### config.mk
export PLATFORM = sky130hd
export DESIGN_NAME = fwd_hazard_unit
export DESIGN_NICKNAME = d
export VERILOG_FILES = /design/src/rtl/fwd_hazard_unit.sv
export SDC_FILE = /design/constraint.sdc
export NUM_CORES = 1
export LEC_CHECK = 0
export CAP_MARGIN = 20
export CORE_MARGIN = 8
export CORE_UTILIZATION = 25
export DETAILED_ROUTE_END_ITERATION = 10
export PLACE_DENSITY = 0.49
export SLEW_MARGIN = 20
export SYNTH_ARGS = -nofsm -noshare
export SYNTH_HDL_FRONTEND = slang
export SYNTH_SLANG_ARGS = --single-unit
### constraint.sdc
create_clock -name clk -period 1.5 [get_ports clk]
set_input_delay 0.225 -clock clk [delete_from_list [all_inputs] [get_ports clk]]
set_output_delay 0.225 -clock clk [all_outputs]
set_load 0.01 [all_outputs]
### src/rtl/fwd_hazard_unit.sv
// Forwarding select and load-use stall unit with an EX/MEM/WB shadow pipeline.
// Optional event counters are built when FWD_HAZARD_STATS_EN is defined.
module fwd_hazard_unit #(
  parameter int REG_ADDR_W        = 5,
  parameter int NUM_SRC           = 2,
  parameter int LOAD_STALL_CYCLES = 1
) (
  input  logic                          clk,
  input  logic                          rst_n,
  input  logic                          id_valid,
  input  logic [NUM_SRC*REG_ADDR_W-1:0] id_rs,
  input  logic [NUM_SRC-1:0]            id_rs_used,
  input  logic [REG_ADDR_W-1:0]         id_rd,
  input  logic                          id_reg_write,
  input  logic                          id_is_load,
  input  logic                          flush,
  output logic                          stall_out,
`ifdef FWD_HAZARD_STATS_EN
  output logic [31:0]                   stat_fwd_cnt,
  output logic [31:0]                   stat_stall_cnt,
`endif
  output logic [2*NUM_SRC-1:0]          fwd_sel
);

  if (LOAD_STALL_CYCLES < 1 || LOAD_STALL_CYCLES > 7) begin : g_bad_cfg
    $error("LOAD_STALL_CYCLES must be in 1..7");
  end

  localparam logic [2:0] STALL_RELOAD = 3'(LOAD_STALL_CYCLES - 1);

  typedef struct packed {
    logic                          valid;
    logic                          reg_write;
    logic                          is_load;
    logic [REG_ADDR_W-1:0]         rd;
    logic [NUM_SRC*REG_ADDR_W-1:0] rs;
    logic [NUM_SRC-1:0]            rs_used;
  } ex_t;

  typedef struct packed {
    logic                  valid;
    logic                  reg_write;
    logic                  is_load;
    logic [REG_ADDR_W-1:0] rd;
  } mem_t;

  // Load flag is dropped at WB: a WB result is always available.
  typedef struct packed {
    logic                  valid;
    logic                  reg_write;
    logic [REG_ADDR_W-1:0] rd;
  } wb_t;

  ex_t          r_ex;
  mem_t         r_mem;
  wb_t          r_wb;
  logic [2:0]   r_cnt;

  ex_t          w_id;
  logic [2:0]   w_cnt_nxt;
  logic         w_ex_elig;
  logic         w_mem_elig;
  logic         w_wb_elig;
  logic         w_hazard;
  logic [NUM_SRC-1:0] w_id_hit;
  logic [NUM_SRC-1:0] w_mem_hit;
  logic [NUM_SRC-1:0] w_wb_hit;

  always_comb begin
    w_id         = '0;
    w_id.valid   = id_valid;
    w_id.reg_write = id_reg_write;
    w_id.is_load = id_is_load;
    w_id.rd      = id_rd;
    w_id.rs      = id_rs;
    w_id.rs_used = id_rs_used;
  end

  assign w_ex_elig  = r_ex.valid & r_ex.reg_write & (|r_ex.rd);
  assign w_mem_elig = r_mem.valid & r_mem.reg_write & (|r_mem.rd);
  assign w_wb_elig  = r_wb.valid & r_wb.reg_write & (|r_wb.rd);

  always_comb begin
    w_id_hit = '0;
    for (int i = 0; i < NUM_SRC; i++) begin
      w_id_hit[i] = id_rs_used[i] &&
        (id_rs[i*REG_ADDR_W +: REG_ADDR_W] == r_ex.rd);
    end
  end

  assign w_hazard = id_valid & w_ex_elig & r_ex.is_load & (|w_id_hit);

  assign stall_out = !flush && ((r_cnt != 3'd0) || w_hazard);

  always_comb begin
    w_cnt_nxt = r_cnt;
    if (flush) begin
      w_cnt_nxt = 3'd0;
    end else if (r_cnt != 3'd0) begin
      w_cnt_nxt = r_cnt - 3'd1;
    end else if (w_hazard) begin
      w_cnt_nxt = STALL_RELOAD;
    end
  end

  always_comb begin
    w_mem_hit = '0;
    w_wb_hit  = '0;
    for (int i = 0; i < NUM_SRC; i++) begin
      w_mem_hit[i] = w_mem_elig && !r_mem.is_load &&
        (r_mem.rd == r_ex.rs[i*REG_ADDR_W +: REG_ADDR_W]);
      w_wb_hit[i]  = w_wb_elig &&
        (r_wb.rd == r_ex.rs[i*REG_ADDR_W +: REG_ADDR_W]);
    end
  end

  // The younger producer in MEM shadows an older one in WB.
  always_comb begin
    fwd_sel = '0;
    for (int i = 0; i < NUM_SRC; i++) begin
      if (r_ex.valid && r_ex.rs_used[i]) begin
        if (w_mem_hit[i]) begin
          fwd_sel[2*i +: 2] = 2'b01;
        end else if (w_wb_hit[i]) begin
          fwd_sel[2*i +: 2] = 2'b10;
        end
      end
    end
  end

  always_ff @(posedge clk or negedge rst_n) begin
    if (!rst_n) begin
      r_ex  <= '0;
      r_mem <= '0;
      r_wb  <= '0;
      r_cnt <= 3'd0;
    end else begin
      r_wb.valid     <= r_mem.valid;
      r_wb.reg_write <= r_mem.reg_write;
      r_wb.rd        <= r_mem.rd;
      r_mem.valid     <= r_ex.valid;
      r_mem.reg_write <= r_ex.reg_write;
      r_mem.is_load   <= r_ex.is_load;
      r_mem.rd        <= r_ex.rd;
      r_cnt <= w_cnt_nxt;
      if (stall_out || flush) begin
        r_ex <= '0;
      end else begin
        r_ex <= w_id;
      end
    end
  end

`ifdef FWD_HAZARD_STATS_EN
  logic [31:0] r_stat_fwd;
  logic [31:0] r_stat_stall;
  logic [31:0] w_fwd_n;
  logic [32:0] w_fwd_sum;

  always_comb begin
    w_fwd_n = '0;
    for (int i = 0; i < NUM_SRC; i++) begin
      w_fwd_n = w_fwd_n + 32'(fwd_sel[2*i +: 2] != 2'b00);
    end
  end

  assign w_fwd_sum = {1'b0, r_stat_fwd} + {1'b0, w_fwd_n};

  always_ff @(posedge clk or negedge rst_n) begin
    if (!rst_n) begin
      r_stat_fwd   <= '0;
      r_stat_stall <= '0;
    end else begin
      r_stat_fwd <= w_fwd_sum[32] ? 32'hFFFF_FFFF : w_fwd_sum[31:0];
      if (stall_out && (r_stat_stall != 32'hFFFF_FFFF)) begin
        r_stat_stall <= r_stat_stall + 32'd1;
      end
    end
  end

  assign stat_fwd_cnt   = r_stat_fwd;
  assign stat_stall_cnt = r_stat_stall;
`endif

endmodule
Word-level counts from Yosys, hierarchy flattened
Cells that the tools add are included.
- flip-flop bits (word level): 38
- bits in latches: 0
- bits in writable memories: 0
- ROM bits: 0
- bits of input ports: 23
- output and inout bits: 5
- logic and storage cells: 60
- memories: 0
- $add $sub $neg: 1
- multiply operators: 0
- divide/modulo/power cells: 0
- $lt $le $gt $ge: 0
- equality and inequality tests: 6
- shift operators: 0
- mux-type cells: 10
- bitwise gates (word level): 9
- reductions and logical operators: 20
- operators by type and width (operator ; count):
    == test 5 bit ; 6
    two-way mux 20 bit ; 1
    OR reduction 5 bit ; 3
    two-way mux 2 bit ; 6
    logical AND 1 bit ; 10
    bitwise AND 1 bit ; 9
    two-way mux 3 bit ; 3
    nonzero test 3 bit ; 2
    subtractor 3 x 1 -> 3 bit (second input constant) ; 1
    zero test 1 bit ; 2
    logical OR 1 bit ; 2
    OR reduction 2 bit ; 1

Logic depth before layout (Yosys ltp)
- depth in word-level cells: 9
- depth in mapped cells: 8
- depth with buffers taken out: 8

Worst setup path before layout
Ideal clock, no wire load.
- path kind: flip-flop to output port
- start: reg r_mem[1] (netlist name)
- end: out fwd_sel[1]
- arrival time: 1.501 ns
- required time: 1.275 ns
- path slack: -0.226 ns
- cell stages (with the launch flop): 5
- buffers on the path: 0
- cells stage by stage: dfrtp_1 or4_1 o21ai_0 nor4_1 nor3_1
- cells in the longest elaborated chain, start to end: 6
- elaborated cells between the ends (all ways): 7
- those cells by class: eq/ne (1); mux (2); bitwise (1); reduce/logical (3)
- RTL lines (element ; line ; text):
    start: declaration ; 55 ; mem_t r_mem;
    OR reduction 5 bit ; 80 ; assign w_mem_elig = r_mem.valid & r_mem.reg_write & (|r_mem.rd);
    bitwise AND 1 bit ; 80 ;
    logical AND 1 bit ; 110 ; w_mem_hit[i] = w_mem_elig && !r_mem.is_load &&
    logical AND 1 bit * ; 110 ;
    two-way mux 2 bit * ; 122 ; if (w_mem_hit[i]) begin
    two-way mux 2 bit * ; 121 ; if (r_ex.valid && r_ex.rs_used[i]) begin
    end: declaration ; 22 ; output logic [2*NUM_SRC-1:0] fwd_sel
Mark *: on every way between the ends. The rest lies on a longest branch, timed or not.

Worst setup path after layout
- start: reg r_mem[1] (netlist name)
- end: out fwd_sel[3]
The elaborated chain is that of the path after synthesis.

==> results.yml <==
power:
  p_per_area_nw_per_um2: 944.5
  p_total_mw: 2.497
  p_leak_nw: 1.196
  ir_worst_vdd_mv: 0.4985
worst_setup_path:
  ff2ff_path_depth: 7
  crit_family: "simple AND/OR/NAND/NOR gates"
  r2r_slack_ns: -0.30
  path_buf_inv: 2
  r2r-start: "r_ex[13]"
  required_ns: 1.27
  cp.arrival_ns: 1.86
  endpoint_kind: "output pin"
  worst_path_max_delay_cell: "or4_4"
  worstReg2RegEnd: "r_cnt[2]"
  startpoint_type: "register"
  slowest_delay_ns: 0.55
  critPathMaxFanout: 2
  path_cells: "or4_4 -> o21ai_4 -> buf_4 -> nor4_4 -> nor3_1 -> buf_2"
  worstSetupPathType: "reg -> out"
synthesis:
  synthArstFlopShare_pct: 100.0
  synthAdderAreaFrac_pct: 1.496
  yosysMostFrequentCell: "dfrtp_1"
  synth_area_leader_cell: "dfrtp_1"
  synth_edf_count: 0
  synth_mux_area_share_pct: 0
  synth_area_leaders: "dfrtp_1, xnor2_1, and2_1, xor2_1, nand4_1"
  synthSimpleGateAreaFrac_pct: 19.75
  yosysTopAreaCellShare_pct: 56.84
  synthFlopType: "dfrtp_1"
  syn_avg_cell_area_um2: 11.62
  yosys_warnings: 0
  syn_nets: 169
  postSynthCellCount: 144
  yosys.area_share.xor_xnor_pct: 15.71
  ys_ff_latch: 38
  yosys.cell_types.count: 27
  synthTopCellsByCount: "dfrtp_1, and2_1, xnor2_1, xor2_1, a21oi_1"
  syn_area_um2: 1673
  synth_compound_gate_area_share_pct: 5.086
  ys_seq_area_share_pct: 56.84
  synth_top_family_by_area: "simple AND/OR/NAND/NOR gates"
layout:
  regArea_um2: 953.4
  final_util_pct: 39.79
  multiInputGateArea_um2: 905.9
  fillers: 647
  drive_gt1_share_pct: 41.20
  nets: 240
  synthToLayoutAreaGrowth_pct: 58.04
  n_antenna_cell: 0
timing:
  min_period_over_period_pct: 139.2
  hold_violations: 0
  setup_viol: 28
  worst_slack_ns: -0.5877
  period_needed_ns: 2.088
  hold_slack_ns: 0.3788
  grt_setup_unrepaired: "yes"
  relSlewSlack_pct: 73.84
  finClkSkew_ns: 0.003439
  worstMarginPinSlew_ns: 0.3924
  fmax_mhz: 479.0
  drv_slew: 0
cts:
  root_buffer: "clkbuf_8"
  cts_buffers: 5
  cts.sinks: 38
  clk_pin_slew_ns: 0.07
  cts_buffer_depth: 2
  htree_levels: 2
  clk-insertion-delay-late_ns: 0.28
  cts_tree: "yes"
placement:
  port_buffers: 27
  place_hpwl_mm: 3.003
  place_congestion: 0.7553
floorplanning:
  core_area_um2: 6644
  ios: 28
  rows: 30
  die_h_um: 97.80
  dieArea_um2: 9565
  die_x_um: 97.80
  start_util_pct: 25.18
grt:
  antenna_found_initial: 0
  grt_pass1_vias: 1356
  grt_pass1_wl_mm: 6.706
  track_usage_pct: 8.953
  grt_max_degree: 24
  overflow: 0
detailed_routing:
  drt-wirelength-per-cell_um: 13.81
  vias: 1242
  routed_wl_mm: 4.089
  dr.pass1.iters: 4
  dr.first_iter.drc_count: 31
  ant_nets: 0
  route.detailed.drc: 0
  vias_per_cell: 4.196
min_path:
  hold_path_depth: 0
  holdCritPathClass: "reg -> reg"
  min-delay-start: "r_ex[18]"
  holdPathEnd: "r_mem[6]"
run_status:
  status: "finished with violations"
  violations: "setup timing"
job:
  drv_cap: 0
## through the flow
stage	setup TNS, ns	cell area (um^2)	worst slack (ns)	cells
2_1_floorplan	-0.4021	1703	-0.1267	144
3_3_place_gp	-11.96	2288	-0.7721	276
3_5_place_dp	-12.42	2288	-0.7887	276
4_1_cts	-5.519	2472	-0.5665	291
5_1_grt	-9.134	2644	-0.6716	296
6_report	-7.239	2644	-0.5877	296
## cells by family after synthesis
logic type | Yosys count
and+or+nand+nor | 56
DFF | 38
xor gates and xnor gates | 30
AOI/OAI and AO/OA | 13
buffers and inverters | 5
adders and majority gates | 2
## cell usage in the layout (no fill, tap or decap), drive strengths merged
master,count
or2,2
buf,44
clkbuf,7
dfrtp,38
xor2,12
inv,3
xnor2,18
nor4,4
nand3,2
nor3,3
nor4b,1
or3,1
nand2b,1
nand2,5
dlygate4sd3,1
bufinv,1
and2,21
o211ai,2
nand4,5
clkdlybuf4s50,21
nor2,4
or4,3
a21oi,6
o31ai,1
o21ai,2
nor3b,1
nand3b,1
o22ai,1
o22a,1
and3,2
ha,2
## power breakdown
group	switching (mW)	internal (mW)	total, mW
Sequential	0.0647	1.10	1.16
Clock	0.340	0.497	0.837
Combinational	0.204	0.294	0.498
## cell type report
class                           instances  area share (%)
Tap cell                               80           3.786
Inverter                                3          0.5206
Timing Repair Buffer                   66           21.34
Sequential cell                        38           36.06
Clock inverter                          1           1.136
Multi-Input combinational cell        101           34.26
Clock buffer                            7           2.887
## metal layers
layer / vias up / share of wire [%] / track usage [%] / wire [um]
met5: - / 0 / 0 / 0
met4: 0 / 0.61 / 2.878 / 25
met3: 2 / 3.9 / 3.201 / 160
met2: 21 / 53 / 14.23 / 2152
met1: 585 / 43 / 11.01 / 1750
li1: 634 / - / - / -
## worst max-delay path by stage
stage / endpoint / from / slack, ns / cells past startpoint
after global placement: stall_out / id_rs[0] / -0.77 / 7
final: fwd_sel[3] / r_mem[1] / -0.59 / 6
after CTS: fwd_sel[1] / r_mem[2] / -0.57 / 6
after floorplan: fwd_sel[1] / r_mem[1] / -0.13 / 4
after global routing: fwd_sel[1] / r_mem[1] / -0.67 / 6
after detailed placement: stall_out / id_rs[0] / -0.79 / 7
## state kept, by name (all words and copies together) (netlist names)
register and count:
r_mem 8, r_ex 20, r_cnt 3, r_wb 7
## timing repair
| action | 4_1_cts | 5_1_grt |
|---|---|---|
| buffers inserted | 18 | 7 |
| cloned | 0 | 0 |
| hold endpoints to repair | 15 | 0 |
| hold buffers | 1 | 0 |
| pin swaps | 16 | 18 |
| gates resized for setup | 32 | 27 |
| setup endpoints to repair | 27 | 28 |
(Power assumes the default switching activity.)
